$ cat src/rtl/box_cmd_parser.sv
// Parses overlay-box command packets from a UDP RX byte stream into per-box bounds, colour and enable.
// Define BOX_CMD_CHECKSUM_EN to append a 14th byte holding the XOR of bytes 0-12.
module box_cmd_parser #(
    parameter int unsigned N_BOX = 2,
    parameter int unsigned H_ACT = 1280,
    parameter int unsigned V_ACT = 720
) (
    input  logic                 clk,
    input  logic                 rstn,
    input  logic                 valid,
    input  logic [7:0]           i_data,
    input  logic [15:0]          data_len,
    output logic [N_BOX*11-1:0]  start_xs,
    output logic [N_BOX*11-1:0]  end_xs,
    output logic [N_BOX*10-1:0]  start_ys,
    output logic [N_BOX*10-1:0]  end_ys,
    output logic [N_BOX*24-1:0]  colors,
    output logic [N_BOX-1:0]     box_en,
    output logic                 updated,
    output logic                 cmd_err
);

`ifdef BOX_CMD_CHECKSUM_EN
    localparam int unsigned L = 14;
`else
    localparam int unsigned L = 13;
`endif
    localparam logic [3:0] LAST = 4'(L - 1);

    typedef enum logic [1:0] {StIdle, StBody, StDrain, StCommit} state_t;

    state_t              r_state, w_state_nxt;
    logic                r_valid_prev;
    logic [3:0]          r_cnt;
    logic [7:0]          r_idx;
    logic [10:0]         r_sx, r_ex;
    logic [9:0]          r_sy, r_ey;
    logic [23:0]         r_rgb;
    logic                r_err_pend, r_cmd_err, r_updated;
    logic [N_BOX*11-1:0] r_start_xs, r_end_xs;
    logic [N_BOX*10-1:0] r_start_ys, r_end_ys;
    logic [N_BOX*24-1:0] r_colors;
    logic [N_BOX-1:0]    r_box_en;
    logic                w_start, w_take, w_ok, w_fail;
    logic [10:0]         w_ex;
    logic [9:0]          w_ey;
`ifdef BOX_CMD_CHECKSUM_EN
    logic [7:0]          r_xor;
`endif

    // Sampled even in reset so a packet still streaming through reset cannot look like a start.
    always_ff @(posedge clk) r_valid_prev <= valid;

    assign w_start = valid & ~r_valid_prev;
    assign w_ex    = {r_ex[10:8], i_data};
    assign w_ey    = {r_ey[9:8], i_data};

    // Per-byte acceptance check; r_cnt is the position of the byte on i_data.
    always_comb begin
        w_ok = 1'b1;
        case (r_cnt)
            4'd0:       w_ok = (i_data == 8'hA5) && (data_len == 16'(L));
            4'd1:       w_ok = (32'(i_data) < N_BOX) || (i_data == 8'hFF);
            4'd2, 4'd6: w_ok = (i_data[7:3] == 5'd0);
            4'd4, 4'd8: w_ok = (i_data[7:2] == 6'd0);
            4'd7:       w_ok = (r_sx <= w_ex) && (32'(w_ex) < H_ACT);
            4'd9:       w_ok = (r_sy <= w_ey) && (32'(w_ey) < V_ACT);
`ifdef BOX_CMD_CHECKSUM_EN
            4'd13:      w_ok = (i_data == r_xor);
`endif
            default:    w_ok = 1'b1;
        endcase
    end

    always_comb begin
        w_state_nxt = r_state;
        w_take      = 1'b0;
        w_fail      = 1'b0;
        unique case (r_state)
            StIdle: begin
                if (w_start) begin
                    w_take = 1'b1;
                    if (w_ok) begin
                        w_state_nxt = StBody;
                    end else begin
                        w_state_nxt = StDrain;
                        w_fail      = 1'b1;
                    end
                end
            end
            StBody: begin
                // Early fall: valid is already low, so skip DRAIN and allow an immediate restart.
                if (!valid) begin
                    w_state_nxt = StIdle;
                    w_fail      = 1'b1;
                end else begin
                    w_take = 1'b1;
                    if (!w_ok) begin
                        w_state_nxt = StDrain;
                        w_fail      = 1'b1;
                    end else if (r_cnt == LAST) begin
                        w_state_nxt = StCommit;
                    end
                end
            end
            StDrain:  if (!valid) w_state_nxt = StIdle;
            StCommit: w_state_nxt = StIdle;
            default:  w_state_nxt = StIdle;
        endcase
    end

    always_ff @(posedge clk) begin
        if (!rstn) begin
            r_state    <= StIdle;
            r_cnt      <= 4'd0;
            r_err_pend <= 1'b0;
            r_cmd_err  <= 1'b0;
        end else begin
            r_state    <= w_state_nxt;
            r_cnt      <= (w_state_nxt == StBody) ? r_cnt + 4'd1 : 4'd0;
            r_err_pend <= w_fail;
            r_cmd_err  <= r_err_pend;
        end
    end

    always_ff @(posedge clk) begin
        if (!rstn) begin
            r_idx <= 8'd0;
            r_sx  <= 11'd0;
            r_ex  <= 11'd0;
            r_sy  <= 10'd0;
            r_ey  <= 10'd0;
            r_rgb <= 24'd0;
        end else if (w_take) begin
            case (r_cnt)
                4'd1:    r_idx         <= i_data;
                4'd2:    r_sx[10:8]    <= i_data[2:0];
                4'd3:    r_sx[7:0]     <= i_data;
                4'd4:    r_sy[9:8]     <= i_data[1:0];
                4'd5:    r_sy[7:0]     <= i_data;
                4'd6:    r_ex[10:8]    <= i_data[2:0];
                4'd7:    r_ex[7:0]     <= i_data;
                4'd8:    r_ey[9:8]     <= i_data[1:0];
                4'd9:    r_ey[7:0]     <= i_data;
                4'd10:   r_rgb[23:16]  <= i_data;
                4'd11:   r_rgb[15:8]   <= i_data;
                4'd12:   r_rgb[7:0]    <= i_data;
                default: ;
            endcase
        end
    end

`ifdef BOX_CMD_CHECKSUM_EN
    always_ff @(posedge clk) begin
        if (!rstn) begin
            r_xor <= 8'd0;
        end else if (w_take) begin
            r_xor <= (r_cnt == 4'd0) ? i_data : (r_xor ^ i_data);
        end
    end
`endif

    always_ff @(posedge clk) begin
        if (!rstn) begin
            r_start_xs <= '0;
            r_end_xs   <= '0;
            r_start_ys <= '0;
            r_end_ys   <= '0;
            r_colors   <= '0;
            r_box_en   <= '0;
            r_updated  <= 1'b0;
        end else begin
            r_updated <= 1'b0;
            if (r_state == StCommit) begin
                r_updated <= 1'b1;
                if (r_idx == 8'hFF) begin
                    r_box_en <= '0;
                end else begin
                    for (int i = 0; i < N_BOX; i++) begin
                        if (r_idx == 8'(i)) begin
                            r_start_xs[i*11 +: 11] <= r_sx;
                            r_end_xs[i*11 +: 11]   <= r_ex;
                            r_start_ys[i*10 +: 10] <= r_sy;
                            r_end_ys[i*10 +: 10]   <= r_ey;
                            r_colors[i*24 +: 24]   <= r_rgb;
                            r_box_en[i]            <= 1'b1;
                        end
                    end
                end
            end
        end
    end

    assign start_xs = r_start_xs;
    assign end_xs   = r_end_xs;
    assign start_ys = r_start_ys;
    assign end_ys   = r_end_ys;
    assign colors   = r_colors;
    assign box_en   = r_box_en;
    assign updated  = r_updated;
    assign cmd_err  = r_cmd_err;

endmodule

$ cat config.mk
export PLATFORM = sky130hd
export DESIGN_NAME = box_cmd_parser
export DESIGN_NICKNAME = d
export VERILOG_FILES = /design/src/rtl/box_cmd_parser.sv
export SDC_FILE = /design/constraint.sdc
export NUM_CORES = 1
export LEC_CHECK = 0
export ABC_AREA = 0
export BUFFER_PORTS_ARGS = -buffer_cell sky130_fd_sc_hd__buf_2
export CORE_MARGIN = 5
export CORE_UTILIZATION = 49
export CTS_CLUSTER_DIAMETER = 120
export DETAILED_ROUTE_END_ITERATION = 16
export PLACE_DENSITY = 0.75
export SETUP_SLACK_MARGIN = 0.15
export SLEW_MARGIN = 20
export SYNTH_ARGS = -nofsm -noshare
export SYNTH_HDL_FRONTEND = slang
export SYNTH_SLANG_ARGS = --single-unit
$ cat constraint.sdc
create_clock -name clk -period 2.2 [get_ports clk]
set_input_delay 0.22 -clock clk [delete_from_list [all_inputs] [get_ports clk]]
set_output_delay 0.22 -clock clk [all_outputs]
set_load 0.005 [all_outputs]
# After elaboration in Yosys (flattened, before gate mapping)
# Cells that the tools add are included.
# totals
out_inout_bits	136
elab_cells	109
ram_bits	0
reg_bits	218
latchBits	0
mem_bits_ro	0
mem_count	0
# classes
shifts	0
bitwise_logic	3
add_sub_neg	1
reduce_logical	30
muxes	19
magnitude_cmp	5
eq_ne	21
mul	0
div	0
# op_table
cell	count
$reduce_and 2->1	15
$eq 8x8->1 const B	3
$eq 4x4->1 const B	5
$eq 16x4->1 const B	1
$eq 4x3->1 const B	4
$mux 2	7
$le 11x11->1	1
$lt 11x11->1 const B	1
$le 10x10->1	1
$lt 10x10->1 const B	1
$eq 4x2->1 const B	2
$eq 8x1->1 const B	1
$logic_not 8->1	1
$lt 8x2->1 const B	1
$mux 1	8
$pmux 2 s4	1
$logic_not 6->1	1
$pmux 1 s6	1
$reduce_and 3->1	2
$logic_not 5->1	1
$add 4x1->4 const B	1
$eq 2x1->1 const B	2
$eq 2x2->1 const B	2
$eq 4x1->1 const B	1
9 further kinds	15

# Longest topological paths before layout
# Gate-level depths: netlist of run 1.
# depth
ltp_word	8
mapped_depth	10
mapped_depth_nobuf	9

# Worst setup path after synthesis of run 1
# No wires, ideal clock.
# synth_timing
path_kind	input to register
startpoint	in i_data[7]
endpoint	reg r_cnt[1]
slack_ps	-144
t_arrival_ps	2284
required_ps	2141
stages	10
path_cell_list	clkbuf_1 -> inv_1 -> ha_1 -> a21o_1 -> a21o_1 -> a221oi_1 -> a32oi_1 -> o311ai_1 -> and3_1 -> and3_1
# synth_via
elab_chain_cells	8
# synth_lines
element	line_no	text
start, declared	11	input logic [7:0] i_data,
$le 11x11->1, or another cell as far along	66	4'd7: w_ok = (r_sx <= w_ex) && (32'(w_ex) < H_ACT);
$logic_and 1x1->1, or another cell as far along	66	
$pmux 1 s6 (*)	61	case (r_cnt)
$mux 2, on equally long branches	98, 83	
$mux 2, on equally long branches	93, 81	
$pmux 2 s4 (*)	79	unique case (r_state)
$eq 2x1->1 (*)	120	r_cnt <= (w_state_nxt == StBody) ? r_cnt + 4'd1 : 4'd0;
$reduce_and 2->1 (no line) (*)	n/a	
end signal, assigned	120	
end, declared	34	logic [3:0] r_cnt;
# Mark *: on every way between the ends. The rest lies on a longest branch, timed or not.
# A chain may end at the register's enable or synchronous reset.

# Worst setup path after layout of run 1
# layout_timing
startpoint	reg r_cnt[1]
endpoint	reg r_err_pend
# layout_via
elab_chain_cells	6
# layout_lines
element	line_no	text
$eq 4x3->1, or another cell as far along	61	
$reduce_or 2->1	61	
$pmux 1 s6 (*)	61	
$mux 1 (*)	83, 98	
$mux 1, on equally long branches	93, 81	
$pmux 1 s2 (*)	79	
end signal, assigned	121	r_err_pend <= w_fail;
end, declared	39	logic r_err_pend, r_cmd_err, r_updated;
# Marks and branches as above.

==> results of run 1 <==
## state kept, by name (all words and copies together), names as in the netlist, 10 cells and up
signal / flops
r_ey: 10
end_ys: 20
r_rgb: 24
start_ys: 20
end_xs: 22
r_sy: 10
r_sx: 11
r_ex: 11
colors: 48
start_xs: 22
## cells by family (layout without fill, tap and decap cells)
| kind of cell | after synthesis | in the layout | share of synthesized area (%) |
|---|---|---|---|
| multiplexers | 8 | 8 | 0.957 |
| buffers and inverters | 103 | 285 | 4.63 |
| AND/OR/NAND/NOR | 478 | 478 | 23.7 |
| adder cells (fa/ha/maj) | 25 | 25 | 3.74 |
| flip-flops | 218 | 218 | 52.1 |
| AO/OA/AOI/OAI | 232 | 232 | 14.6 |
| XOR/XNOR | 2 | 2 | 0.209 |
| other | 0 | 2 | 0 |
## cell usage in the layout, fill, tap and decap left out, drive strengths merged, types with 4 or more instances in the layout
master and n:
a21oi 205, buf 217, bufinv 4, clkbuf 33, dfxtp 218, ha 25, inv 27, mux2i 8
nand2 350, nand3 70, nand4 9, nor2 23, nor3 5, nor4 4, o21ai 6
## metrics by stage
step / setup TNS, ns / power (W) / area [um2] / setup slack (ns)
2_1_floorplan: 0 / 0.00415 / 8400 / 0.151
3_3_place_gp: 0 / 0.00425 / 9670 / 0.0271
3_5_place_dp: -0.0424 / 0.00425 / 9670 / -0.0215
4_1_cts: 0 / 0.00840 / 10700 / 0.162
5_1_grt: 0 / 0.00859 / 10700 / 0.0213
6_report: 0 / 0.00836 / 10700 / 0.127
## final timing paths
check / from / end / slack, ns / depth (start not counted)
max: r_cnt[1] / r_err_pend / 0.13 / 8
min: i_data[6] / r_ex[6] / 0.03 / 3
max reg2reg: r_cnt[1] / r_err_pend / 0.13 / 8
min reg2reg: r_err_pend / cmd_err / 0.44 / 1
## area by class of cell
type | count | area (um2) | share of cell area [%]
timing repair buffer | 218 | 1300 | 12.1
clock buffer | 33 | 683 | 6.36
antenna | 2 | 5.00 | 0.0466
inverter | 26 | 103 | 0.955
sequential | 218 | 4380 | 40.8
multi-input combinational | 745 | 3850 | 35.9
tap | 220 | 275 | 2.56
clock inverter | 8 | 144 | 1.34
## per-layer routing
layer | share of wire [%] | wire, um | vias to the layer above | track usage [%]
met4 | 2.4 | 564 | 0 | 7.34
met2 | 46 | 11000 | 263 | 36.6
met1 | 45 | 10800 | 3698 | 32.1
met3 | 6.4 | 1530 | 48 | 3.62
li1 | - | - | 3883 | -
met5 | 0 | 0 | - | 0
## tightest hold or removal path, delay by kind of cell
family	cells	cell delay, ns
buf+inv	1	0.13
compound gates	1	0.06
simple gates	1	0.08
## power breakdown
group,internal (W),total (W),switching (W)
registers,0.00395,0.00395,0.00000325
logic,0.0000710,0.000228,0.000157
clock network,0.00262,0.00418,0.00156
total,0.00664,0.00836,0.00172
## repair_timing
item                                    in CTS  in global routing
gates resized for setup                     25                 18
buffers inserted                             3                  0
endpoints found under the hold margin        2                  0
pin swaps                                   14                 12
hold buffers                                 1                  0
endpoints found under the setup margin       6                 12
==> metrics.md, run 1 <==
| Metric | Value |
|---|---|
| Outcome | complete, no violations |
| First-pass GRT wire length | 38.2 mm |
| Share of cells above drive strength 1 | 24.1% |
| Most used DFF post-synth | dfxtp_1 |
| Delay-heaviest family, CP | compound AO/OA/AOI/OAI gates |
| Netlist cell types | 45 |
| Max-cap violation count | 0 |
| Mapped cell area | between 8000 and 9000 um2 |
| Final worst path period share | between 90% and 100% |
| Fin. Hold Viols | 0 |
| Syn avg cell area | 7.85 um2 |
| Maximum fanout along the worst path | 5 |
| Htree depth | 1 |
| GRT Overall Usage | 23.0% |
| Reg clk slew, reported paths | approximately 0.060 ns |
| Clock Skew | around 0.014 ns |
| Critical path type | reg -> reg |
| Seq/Total Area, Yosys | between 50% and 60% |
| HP Class | in -> reg |
| Detailed-route via count | approximately 7900 |
| Die area | about 20000 um2 |
| Clk buf depth | 3 |
| CTS buffer count | 23 |
| Fin. max-slew vios | 0 |
| Grt total ovfl | 0 |
| I/O Pins | around 160 |
| Unrepaired setup endpoints after global routing | true |
| CTS tree | yes |
| Die height | around 140 um |
| Final setup viols | 0 |
| Tmin final | 2.07 ns |
| Avg Vias per Cell | around 5.4 |
| Critical Path RT | approximately 2.6 ns |
| Area delta synth->final | 28.3% |
| Filler Cells Inserted | 1424 |
| Critical Path Max Stage Delay | around 0.38 ns |
| Bufs and invs on worst path | 2 |
| Final #Nets | ~1300 |
| Slew @ Worst Pin | ~0.61 ns |
| Gp weighted congestion | between 0.8 and 0.9 |
| Core box area | approximately 17000 um2 |
| Root Buffer | clkbuf_16 |
| Top cells by count, synth | 350 x nand2_1, 218 x dfxtp_1, 205 x a21oi_1 |
| Mapped Nets | about 1100 |
| Largest net degree at the start of global routing | 78 |
| Tightest slew margin relative to the limit | approximately three fifths |
| Final wirelength | between 20 and 25 mm |
| Detail Route Antenna Nets | 0 |
| Top cell type's share of synthesized area | 52.1% |
| Crit path capture type | register |
| Initial antenna violation count | 2 |
| Peak Freq | slightly below 500 MHz |
| Critical path arrival | around 2.5 ns |
| Leakage | ~4.2 nW |
| Utilization after layout | between 60% and 70% |
| Area leader, netlist | dfxtp_1 |
| PortBufs | about 160 |
| Mapped Cells | 1066 |
| Die Wd | around 140 um |
| Vias in the first global route | roughly 7600 |
| Synth area leaders | dfxtp_1 52%, nand2_1 16%, a21oi_1 12%, nand3_1 4.2%, ha_1 3.7% |
| Ys Warns | 0 |
| Hold WS | between 0.03 and 0.04 ns |
| CTS sink cnt | about 220 |
| DR WL/cell | around 16 um |
| DRC Markers | 0 |
| PwrDens | about 780 nW/um2 |
| Hpwl dp | around 16 mm |
| Initial core utilization | about half |
| Worst path cell trace | inv_1, ha_4, inv_1, o32ai_1, a22o_1, a311oi_2, o311ai_4, a2111oi_2 |
| Peak VDD IR | between 0.0004 and 0.0005 V |
| Asr flop ratio synth | 0% |
| Worst path most repeated cell | inv_1 |
| Post-Layout Cell Count | 1470 |
| Drt initial violations | roughly 570 |
| Count leader, synth | nand2_1 |
| EDFF count, synth | 0 |
| FP Rows | between 40 and 50 |
| Worst skew pair latency | about 0.51 ns |
| Worst Setup Start Kind | register |
| DR pass1 iterations | 5 |
| Crit-path slowest cell | a2111oi_2 |
| Placed cells | about 1400 |
| Synthesis-stage register bit count | roughly 220 |
No activity file was read; power rests on OpenSTA's default activity.
==> run 2, diff against run 1 <==
- CORE_UTILIZATION: 49 -> 25
- PLACE_DENSITY: 0.75 -> not set
==> run 2 against run 1 <==
Effect of this change:
- core utilization shrank 31 points
- count of clock-buffer cells in the layout rose by 3
- critical path depth increased by 1
- via count fell by 0.67%
- maximum frequency rose by 1.6%
- sequential power is essentially flat
- clock skew is 0.0061 ns lower
- worst hold slack lost 0.0034 ns
- largest cell class unchanged
==> metrics.md, run 2 (same netlist as run 1, synthesis figures left out) <==
| Metric | Value |
|---|---|
| Core box area | 33300 um2 (+99%) |
| PwrDens | 804 nW/um2 (+3.3%) |
| DR pass1 iterations | 5 (unchanged) |
| Dpl ws | -0.0408 ns (-0.0193 ns) |
| I/O Pins | 163 (unchanged) |
| Outcome | complete, no violations |
| Post-Layout Cell Count | 1712 (+16%) |
| DR WL/cell | 16.1 um (-1.2%) |
| CTS tree | yes |
| Detailed-route via count | 7839 (-0.67%) |
| Most common cell after layout, fill and taps aside | nand2_1 |
| Leakage | 4.35 nW (+3.2%) |
| Worst skew pair latency | 0.52 ns (about the same) |
| Drt initial violations | 415 (-27%) |
| Die area | 37200 um2 (+88%) |
| Fin. Hold Viols | 0 (unchanged) |
| Detail Route Antenna Nets | 0 (unchanged) |
| Crit path capture type | register |
| FP Rows | 67 (+43%) |
| Final #Nets | 1296 (+0.93%) |
| DRC Markers | 0 (unchanged) |
| Area delta synth->final | 34.2% |
| Peak Freq | 490 MHz (+1.6%) |
| PortBufs | 162 (unchanged) |
| Root Buffer | clkbuf_16 |
| CTS sink cnt | 218 (unchanged) |
| Avg Vias per Cell | 4.58 (-15%) |
| Unrepaired setup endpoints after global routing | true |
| Tightest slew margin relative to the limit | 56.2% (-2.9 points) |
| Filler Cells Inserted | 3500 (+150%) |
| Initial core utilization | 25.2% (-25 points) |
| Grt total ovfl | 0 (unchanged) |
| CTS buffer count | 26 (+13%) |
| Worst Setup Start Kind | register |
| Utilization after layout | 33.8% (-31 points) |
| Gp weighted congestion | 0.798 (-9.9%) |
| Max-cap violation count | 0 (unchanged) |
| First-pass GRT wire length | 41.9 mm (+9.5%) |
| Final WS setup | 0.160 ns (+0.0334 ns) |
| Most frequent cells in the layout | 348 x nand2_1, 210 x dfxtp_1, 204 x a21oi_1 |
| Critical path type | reg -> reg |
| HP Class | in -> reg |
| Placed cells | 1657 (+16%) |
| Final wirelength | 27.5 mm (+15%) |
| Reg clk slew, reported paths | 0.06 ns (about the same) |
| Clock Skew | 0.00750 ns (-0.00615 ns) |
| Maximum fanout along the worst path | 4 (-1) |
| Slew @ Worst Pin | 0.657 ns (+0.0439 ns) |
| Final setup viols | 0 (unchanged) |
| Die height | 193 um (+37%) |
| Largest net degree at the start of global routing | 69 (-12%) |
| Hold WS | 0.0279 ns (-0.00340 ns) |
| Fin. max-slew vios | 0 (unchanged) |
| Tmin final | 2.04 ns (-0.0334 ns) |
| Hpwl dp | 18.8 mm (+20%) |
| GRT Overall Usage | 14.1% (-8.8 points) |
| Initial antenna violation count | 2 (unchanged) |
| Die Wd | 193 um (+37%) |
| Critical Path RT | 2.67 ns (+0.07 ns) |
| Peak VDD IR | 0.000492 V (+1.7%) |
| Antenna cells | 0 (-2) |
| Vias in the first global route | 7416 (-2.0%) |
| Clk buf depth | 3 (unchanged) |
| Final worst path period share | 92.7% (-1.5 points) |
| Critical path arrival | 2.51 ns (+0.03 ns) |
| Largest register FFs | 48 (unchanged) |
| Htree depth | 1 (unchanged) |
| Share of cells above drive strength 1 | 24.9% (+0.80 points) |
run 2: cell count changes in the layout (fill, tap and decap cells not counted), sizes merged:
cell / previous run / this run
buf: 217 / 226
bufinv: 4 / 5
clkbuf: 33 / 36
clkinv: 3 / 5
clkinvlp: 0 / 1
diode: 2 / 0
run 2: power breakdown:
group	total (W)	leakage [nW]	internal (W)	switching [W]
sequential	0.00395	1.76	0.00395	0.00000366
combinational	0.000231	2.10	0.0000703	0.000161
clock	0.00484	0.487	0.00309	0.00175
run 2: final timing paths:
path | startpoint | end | slack (ns) | depth (start not counted)
worst min register to register | end_ys[10] | end_ys[10] | 0.45 | 2
worst max register to register | r_ex[9] | r_state[1] | 0.16 | 9
worst max-delay path | r_ex[9] | r_state[1] | 0.16 | 9
worst min-delay path | i_data[4] | r_sy[4] | 0.03 | 3
run 2: stage by stage:
stage | total power (W) | cell area [um2] | setup TNS, ns
after floorplan | 0.00415 | 8400 | 0
after global placement | 0.00426 | 10000 | -0.264
after detailed placement | 0.00426 | 10000 | -0.153
after CTS | 0.00917 | 11200 | 0
after global routing | 0.00935 | 11200 | 0
final | 0.00903 | 11200 | 0
run 2: metal layers:
| metal | GRT usage [%] | vias up | share of wire (%) |
|---|---|---|---|
| met1 | 19.5 | 3694 | 46 |
| met5 | 0 | - | 0.10 |
| li1 | - | 3917 | - |
| met2 | 22.8 | 187 | 45 |
| met3 | 3.01 | 37 | 6.4 |
| met4 | 3.32 | 4 | 1.7 |
run 2: timing repair:
| item | CTS | global route |
|---|---|---|
| pin swaps | 17 | 12 |
| endpoints found under the hold margin | 3 | 0 |
| hold buffers | 1 | 0 |
| resized for setup | 27 | 11 |
| buffers inserted | 6 | 0 |
| setup endpoints to repair | 6 | 6 |
run 2: cell type report:
class                      count  area, um2  area share [%]
clock buffer                  36        790            7.03
tap                          448        561            4.99
inverter                      26        103           0.913
clock inverter                12        199            1.77
multi-input combinational    745       3830            34.1
timing repair buffer         227       1380            12.2
sequential                   218       4370            38.9
run 2: worst max-delay path, stage by stage (launching register included):
cell       delay [ns]
dfxtp_2          0.34
inv_2            0.05
ha_4             0.25
nand4_1          0.15
a211oi_2         0.31
a2111oi_4        0.09
o2111ai_2        0.24
o311ai_4         0.18
a211oi_2         0.22
o211a_1          0.17
